[src/rtl/dioptase_alu.sv]
// Dioptase execute-stage integer ALU: combinational 32-bit result plus the
// registered architectural condition flags {O, S, Z, C}.
module dioptase_alu (
  input  logic        clk,
  input  logic        rst_n,
  input  logic [4:0]  opcode,
  input  logic [4:0]  alu_op,
  input  logic [31:0] lhs,
  input  logic [31:0] rhs,
  input  logic [31:0] pc,
  input  logic        bubble,
  output logic [31:0] result,
  output logic [3:0]  flags
);

  logic [3:0]  flags_r;
  logic        cin_s;
  logic [4:0]  n_s;
  logic [32:0] shl_s;
  logic [32:0] shr_s;
  logic [32:0] asr_s;
  logic [31:0] rotl_s;
  logic [31:0] rotr_s;
  logic [31:0] lo_fill_s;
  logic [31:0] hi_fill_s;
  logic [31:0] add_b_s;
  logic        add_cin_s;
  logic [32:0] sum_s;
  logic [31:0] mul_s;
  logic [31:0] addr_sum_s;
  logic [31:0] alu_res_s;
  logic        c_s;
  logic        o_s;
  logic        upd_s;

  assign cin_s = flags_r[0];
  assign n_s   = rhs[4:0];

  // Extra guard bit on each shift captures the last bit shifted out; it is 0 when n=0.
  assign shl_s     = {1'b0, lhs} << n_s;
  assign shr_s     = {lhs, 1'b0} >> n_s;
  assign asr_s     = $signed({lhs, 1'b0}) >>> n_s;
  assign rotl_s    = (lhs << n_s) | (lhs >> (6'd32 - {1'b0, n_s}));
  assign rotr_s    = (lhs >> n_s) | (lhs << (6'd32 - {1'b0, n_s}));
  assign lo_fill_s = cin_s ? ~(32'hFFFF_FFFF << n_s) : 32'h0000_0000;
  assign hi_fill_s = cin_s ? ~(32'hFFFF_FFFF >> n_s) : 32'h0000_0000;

  assign sum_s      = {1'b0, lhs} + {1'b0, add_b_s} + {32'd0, add_cin_s};
  assign mul_s      = lhs * rhs;
  assign addr_sum_s = lhs + rhs;

  // Adder operand and carry-in select: subtraction adds the complement of rhs.
  always_comb begin
    add_b_s   = rhs;
    add_cin_s = 1'b0;
    case (alu_op)
      5'd15:   add_cin_s = cin_s;
      5'd16:   begin add_b_s = ~rhs; add_cin_s = 1'b1;  end
      5'd17:   begin add_b_s = ~rhs; add_cin_s = cin_s; end
      default: begin add_b_s = rhs;  add_cin_s = 1'b0;  end
    endcase
  end

  // ALU function decode with carry and overflow for the flag update.
  always_comb begin
    alu_res_s = 32'h0000_0000;
    c_s       = 1'b0;
    o_s       = 1'b0;
    case (alu_op)
      5'd0:  alu_res_s = lhs & rhs;
      5'd1:  alu_res_s = ~(lhs & rhs);
      5'd2:  alu_res_s = lhs | rhs;
      5'd3:  alu_res_s = ~(lhs | rhs);
      5'd4:  alu_res_s = lhs ^ rhs;
      5'd5:  alu_res_s = ~(lhs ^ rhs);
      5'd6:  alu_res_s = ~rhs;
      5'd7:  begin alu_res_s = shl_s[31:0];             c_s = shl_s[32]; end
      5'd8:  begin alu_res_s = shr_s[32:1];             c_s = shr_s[0];  end
      5'd9:  begin alu_res_s = asr_s[32:1];             c_s = asr_s[0];  end
      5'd10: begin alu_res_s = rotl_s; c_s = (n_s != 5'd0) & rotl_s[0];  end
      5'd11: begin alu_res_s = rotr_s; c_s = (n_s != 5'd0) & rotr_s[31]; end
      5'd12: begin alu_res_s = shl_s[31:0] | lo_fill_s; c_s = shl_s[32]; end
      5'd13: begin alu_res_s = shr_s[32:1] | hi_fill_s; c_s = shr_s[0];  end
      5'd14, 5'd15, 5'd16, 5'd17: begin
        alu_res_s = sum_s[31:0];
        c_s       = sum_s[32];
        o_s       = (lhs[31] == add_b_s[31]) && (sum_s[31] != lhs[31]);
      end
      5'd18:   alu_res_s = mul_s;
      default: alu_res_s = 32'h0000_0000;
    endcase
  end

  // Result mux by instruction class.
  always_comb begin
    result = 32'h0000_0000;
    case (opcode)
      5'd0, 5'd1: result = alu_res_s;
      5'd2:       result = rhs;
      5'd3, 5'd4, 5'd5, 5'd6, 5'd7, 5'd8, 5'd9, 5'd10, 5'd11,
      5'd12, 5'd13, 5'd14: result = addr_sum_s;
      5'd22:      result = pc + 32'd4 + rhs;
      default:    result = 32'h0000_0000;
    endcase
  end

  assign upd_s = !bubble && ((opcode == 5'd0) || (opcode == 5'd1)) && (alu_op <= 5'd18);

  // Flag register: loads only on committed ALU instructions.
  always_ff @(posedge clk or negedge rst_n) begin
    if (!rst_n) begin
      flags_r <= 4'b0000;
    end else if (upd_s) begin
      flags_r <= {o_s, alu_res_s[31], (alu_res_s == 32'h0000_0000), c_s};
    end else begin
      flags_r <= flags_r;
    end
  end

  assign flags = flags_r;

endmodule

[config.mk]
export PLATFORM = sky130hd
export DESIGN_NAME = dioptase_alu
export DESIGN_NICKNAME = d
export VERILOG_FILES = /design/src/rtl/dioptase_alu.sv
export SDC_FILE = /design/constraint.sdc
export NUM_CORES = 2
export LEC_CHECK = 0
export BUFFER_PORTS_ARGS = -buffer_cell sky130_fd_sc_hd__buf_2
export CORE_UTILIZATION = 30
export DETAILED_ROUTE_END_ITERATION = 8
export GPL_TIMING_DRIVEN = 0
export PLACE_DENSITY = 0.52
export SYNTH_ARGS = -nofsm -noshare
export SYNTH_HDL_FRONTEND = slang
export SYNTH_SLANG_ARGS = --single-unit
[constraint.sdc]
create_clock -name clk -period 15.82 [get_ports clk]
set_clock_uncertainty 0.1 [all_clocks]
set_input_delay 0.791 -clock clk [delete_from_list [all_inputs] [get_ports clk]]
set_output_delay 0.791 -clock clk [all_outputs]
set_load 0.05 [all_outputs]
# [Word level (Yosys, flattened, before mapping)]
# Index checks and enable logic that the tools add are counted.
[op_classes] n_eq_ne=35 mul=1 addsub=6 shifts=9 mux=8 magnitude_cmp=1 reduce_logical=16 n_bitwise=15
[op_table] op="$pmux 32 s16" n=1
[op_table] op="$not 32->32" n=6
[op_table] op="$or 32x32->32" n=5
[op_table] op="$pmux 32 s4" n=1
[op_table] op="$mux 32" n=3
[op_table] op="$eq 5x4->1 const B" n=15
[op_table] op="$add 32x32->32" n=2
[op_table] op="$eq 5x3->1 const B" n=8
[op_table] op="$add 32x32->33" n=1
[op_table] op="$add 33x1->33" n=1
[op_table] op="$shl 32x5->33" n=1
[op_table] op="$shr 33x5->33" n=1
[op_table] op="$sshr 33x5->33" n=1
[op_table] op="$add 32x3->32 const B" n=1
[op_table] op="$and 32x32->32" n=1
[op_table] op="$logic_not 32->1" n=1
[op_table] op="$mul 32x32->32" n=1
[op_table] op="$shl 32x5->32" n=1
[op_table] op="$shl 32x5->32 const A" n=1
[op_table] op="$shl 32x6->32" n=1
[op_table] op="$shr 32x5->32" n=1
[op_table] op="$shr 32x5->32 const A" n=1
[op_table] op="$shr 32x6->32" n=1
[op_table] op="$xor 32x32->32" n=1
[op_table] op="19 further kinds" n=34
[totals] register_bits=4 out_inout_bits=36

# [Longest topological paths before layout]
[depth] word_depth=8 mapped_depth=33 depth_no_buf=28

# [Least setup slack after synthesis]
# Ideal clock, no wire load.
[synth_timing] kind="input to output" from="input rhs[2]" to="output result[30]" arrival_time_ps=9458 path_slack_ps=5471 cell_stages=31 cell_sequence="buf_6 inv_6 buf_2 buf_1 buf_1 buf_1 buf_1 nor2_1 fa_1 inv_1 fa_1 fa_1 fa_1 inv_1 fa_1 inv_1 fa_1 inv_1 fa_1 fa_1 ha_1 a21o_1 a21o_1 a21oi_1 nor4b_1 a21oi_1 nand3_1 o21ai_0 or4_2 a22oi_1 o221ai_1"
[synth_between] elab_chain_len=6 elab_cells_between_ends=27
[synth_rtl] item="from (decl)" line="9" rtl="input logic [31:0] rhs,"
[synth_rtl] item="$not 32->32, or another cell as far along" line="58, 59"
[synth_rtl] item="$mux 32, or another cell as far along"
[synth_rtl] item="$add 32x32->33, or another cell as far along" line="48" rtl="assign sum_s = {1'b0, lhs} + {1'b0, add_b_s} + {32'd0, add_cin_s};"
[synth_rtl] item="$add 33x1->33, or another cell as far along" line="48"
[synth_rtl] item="$pmux 32 s16" line="69" rtl="case (alu_op)"
[synth_rtl] item="$pmux 32 s4 *" line="97" rtl="case (opcode)"
[synth_rtl] item="to (decl)" line="12" rtl="output logic [31:0] result,"
# Mark *: on every way between the ends. The rest lies on a longest branch, timed or not.

# [Final worst setup path]
[layout_timing] from="input rhs[3]" to="output result[28]"
# Same word-level chain as after synthesis.

==> impl_metrics.json <==
{
  "status": "complete, but fails checks",
  "violations_in_the_final_reports": "max-capacitance violations, max-slew violations",
  "gr-usage-all-layers_pct": 41.61,
  "overflow": 0,
  "synth_cell_types": 103,
  "async_reset_ff_share_pct": 100.0,
  "worst_slew_pin_slew_ns": 1.616,
  "syn_area_sq_um": 33400,
  "clock_sinks": 4,
  "crit_path_start_kind": "input port",
  "final_period_minus_worst_setup_slack_ns": 15.74,
  "setup_failing_eps_final": 0,
  "r2r-end": "flags[1]$_DFFE_PN0P_",
  "max_freq_ghz": 0.06353,
  "post_synth_mux_area_share_pct": 11.87,
  "drt_pre_antenna_iters": 7,
  "relSlewSlack_pct": -10.52,
  "timing.hold.worst.class": "in -> async",
  "ys_seq_area_share_pct": 0.2997,
  "h_tree_levels": 1,
  "yosys.area_share.simple_pct": 18.62,
  "remaining_drc_errors": 0,
  "r2r_setup_slack_ns": 7.84,
  "critical_path_peak_fanout": 10,
  "max-clock-path-buffers": 2,
  "report.final.hold_viol_count": 0,
  "floorplan.io_pins": 145,
  "dieHeight_um": 335.7,
  "timing.max_cap.violations": 7,
  "grt_pass1_wl_mm": 317.8,
  "worstPathRequired_ns": 14.93,
  "largest_register_ffs": 4,
  "ys.warnings.count": 0,
  "synth-compound-area-share_pct": 18.30,
  "postSynthRegisterBits": 4,
  "cts_root_buf": "sky130_fd_sc_hd__clkbuf_16",
  "cpMostUsedCell": "sky130_fd_sc_hd__fa_1",
  "worst-setup-path-type": "in -> out",
  "cts.repair.resized": 0,
  "postSynthAreaPerCell_sq_um": 7.773,
  "core_region_area_sq_um": 110500,
  "area_growth_pct": 8.578,
  "setup-tns-final_ns": 0,
  "initial_antenna_violation_count": 29,
  "final_nets": 5262,
  "post-cts-setup-buffer-count": 0,
  "via_count": 38590,
  "grt_max_degree": 13,
  "place.port_buffers": 143,
  "cts_tree": "done",
  "cell_at_the_slowest_stage_of_the_critical_path": "sky130_fd_sc_hd__buf_1",
  "clkLatencyLatePin_ns": 0.22,
  "post_synth_fa_ha_maj_area_fraction_pct": 35.37,
  "synthCells": 4297,
  "wl_per_cell_um": 40.35,
  "drt-total-wl_mm": 240.4,
  "post-dp-hpwl_mm": 196.5,
  "floorplan.initialDensity_pct": 30.22,
  "synth_top_family_by_area": "adder cells",
  "drt-initial-drc-count": 6166,
  "final_layout_size_suffix_gt1_share_pct": 9.924,
  "synth-xor-area-share_pct": 5.664,
  "slowest_delay_ns": 1.11,
  "worstSetupEndpointType": "output pin",
  "synth-edff-count": 0,
  "grt_setup_unrepaired": "no",
  "timing.final.max_slew_violations": 14,
  "die_x_um": 335.7,
  "post_cts_hold_buffer_count": 0,
  "first_global_vias": 35490,
  "die_area_sq_um": 112700,
  "ys_dominant_reg_cell": "sky130_fd_sc_hd__dfrtp_1",
  "placement_rows": 122,
  "drtAntennaViolNets": 0,
  "clkSlewWorstSetupHoldPaths_ns": 0.03,
  "detail_route.vias_per_cell": 6.476,
  "post-route-period-util_pct": 99.49,
  "critical_path_arrival_ns": 14.85,
  "worst-r2r-cell-count": 18,
  "total_clock_buffers_created_by_cts": 3,
  "place.gp.congestion": 1.139,
  "rr_startpoint": "flags[0]$_DFFE_PN0P_",
  "postSynthNetCount": 5103
}
per-layer routing:
layer  routed length, um  up-vias  track usage (%)
met5                 124        -                0
met4               18350       18            25.20
met3               29410      637            11.65
met2               97910     3091            60.13
met1               94620    19670            54.62
li1                    -    15180                -
final cells by class:
| class | instances | area (sq um) |
|---|---|---|
| Multi-Input combinational cell | 3492 | 30080 |
| Tap cell | 1488 | 1862 |
| Buffer | 318 | 1484 |
| Timing Repair Buffer | 154 | 808.3 |
| Fill cell | 12140 | 74250 |
| Antenna cell | 17 | 42.54 |
| Clock buffer | 3 | 75.07 |
| Inverter | 483 | 1818 |
| Sequential cell | 4 | 100.1 |
layout by cell type, fill, tap and decap left out, types with 46 or more instances in the layout:
cell                       instances
sky130_fd_sc_hd__xor2_1           68
sky130_fd_sc_hd__mux4_2           77
sky130_fd_sc_hd__nor3_1           72
sky130_fd_sc_hd__o22ai_1          55
sky130_fd_sc_hd__inv_1           458
sky130_fd_sc_hd__mux2i_1         138
sky130_fd_sc_hd__nor2_1          536
sky130_fd_sc_hd__fa_1            412
sky130_fd_sc_hd__buf_1            46
sky130_fd_sc_hd__mux2_2           65
sky130_fd_sc_hd__xnor2_1         148
sky130_fd_sc_hd__nand2_1         476
sky130_fd_sc_hd__a211oi_1         53
sky130_fd_sc_hd__ha_1            285
sky130_fd_sc_hd__clkbuf_1        183
sky130_fd_sc_hd__o211ai_1         51
sky130_fd_sc_hd__buf_2           198
sky130_fd_sc_hd__nand3_1          74
sky130_fd_sc_hd__o21ai_0         158
sky130_fd_sc_hd__a21oi_1         190
worst max-delay path: cells and delay by family:
kind | cells | cell delay [ns]
buffers and inverters | 13 | 5.55
adder cells (fa/ha/maj) | 9 | 4.41
AO/OA/AOI/OAI | 5 | 2.31
AND/OR/NAND/NOR | 5 | 1.69
cell usage after synthesis (16+ instances only):
library cell               instances  area [sq um]
sky130_fd_sc_hd__buf_1            47         176.4
sky130_fd_sc_hd__buf_4            16         120.1
sky130_fd_sc_hd__a221o_1          17         170.2
sky130_fd_sc_hd__buf_2            52         260.3
sky130_fd_sc_hd__clkbuf_1        183         686.9
sky130_fd_sc_hd__o31ai_1          23         172.7
sky130_fd_sc_hd__nor2_1          536          2012
sky130_fd_sc_hd__o21ai_0         158         790.8
sky130_fd_sc_hd__clkinv_1         18         67.56
sky130_fd_sc_hd__a22oi_1          40         300.3
sky130_fd_sc_hd__a211oi_1         54         405.4
sky130_fd_sc_hd__o22ai_1          55         344.1
sky130_fd_sc_hd__nor3_1           75         375.4
sky130_fd_sc_hd__o211ai_1         51         382.9
sky130_fd_sc_hd__mux4_2           77          1734
sky130_fd_sc_hd__o221ai_1         25         219.0
sky130_fd_sc_hd__a21oi_1         190         950.9
sky130_fd_sc_hd__nand4_1          23         143.9
sky130_fd_sc_hd__a21o_1           23         172.7
sky130_fd_sc_hd__buf_6            17         191.4
sky130_fd_sc_hd__nor4_1           23         143.9
sky130_fd_sc_hd__a31oi_1          34         212.7
sky130_fd_sc_hd__nand2_1         476          1787
sky130_fd_sc_hd__xor2_1           68         595.6
sky130_fd_sc_hd__mux2_2           65         732.0
sky130_fd_sc_hd__nand3_1          74         370.4
sky130_fd_sc_hd__inv_1           458          1719
sky130_fd_sc_hd__nor2b_1          30         187.7
sky130_fd_sc_hd__o21a_1           25         187.7
sky130_fd_sc_hd__nand2b_1         40         250.2
sky130_fd_sc_hd__mux2i_1         138          1381
sky130_fd_sc_hd__a211o_1          17         148.9
sky130_fd_sc_hd__and2_1           18         112.6
sky130_fd_sc_hd__xnor2_1         148          1296
sky130_fd_sc_hd__ha_1            285          3566
sky130_fd_sc_hd__fa_1            412          8248
cells by family (layout without fill, tap and decap cells):
kind of cell               after synthesis  in the layout
AOI/OAI and AO/OA                      893            893
xor gates and xnor gates               216            216
adders and majority gates              697            697
buffers and inverters                  801            958
DFF                                      4              4
muxes                                  285            285
other                                    0             17
and+or+nand+nor                       1401           1401
how the worst max path moves through the flow:
stage,start,to,cells past startpoint
CTS,rhs[3],result[28],32
global route,rhs[3],result[28],32
global placement,rhs[3],result[28],32
detailed placement,rhs[3],result[28],32
finish,rhs[3],result[28],32
floorplan,rhs[2],result[30],31
through the flow:
| stage | std cells | setup slack (ns) | hold WS [ns] | area (sq um) | utilization [%] |
|---|---|---|---|---|---|
| after global routing | 5943 | 0.4021 | 0.2736 | 36230 | 32.78 |
| after CTS | 5942 | 0.9108 | 0.2704 | 36220 | 32.78 |
| after global placement | 5928 | 0.8039 | 0.3910 | 35980 | 32.56 |
| after detailed placement | 5939 | 0.9412 | 0.3959 | 36150 | 32.71 |
| final | 5959 | 0.08010 | 0.2715 | 36270 | 32.82 |
| after floorplan | 4297 | 5.471 | 0.3954 | 33400 | - |
Power is not shown: default switching activity piles up to over one toggle a cycle in this logic, so the estimate is an artifact.
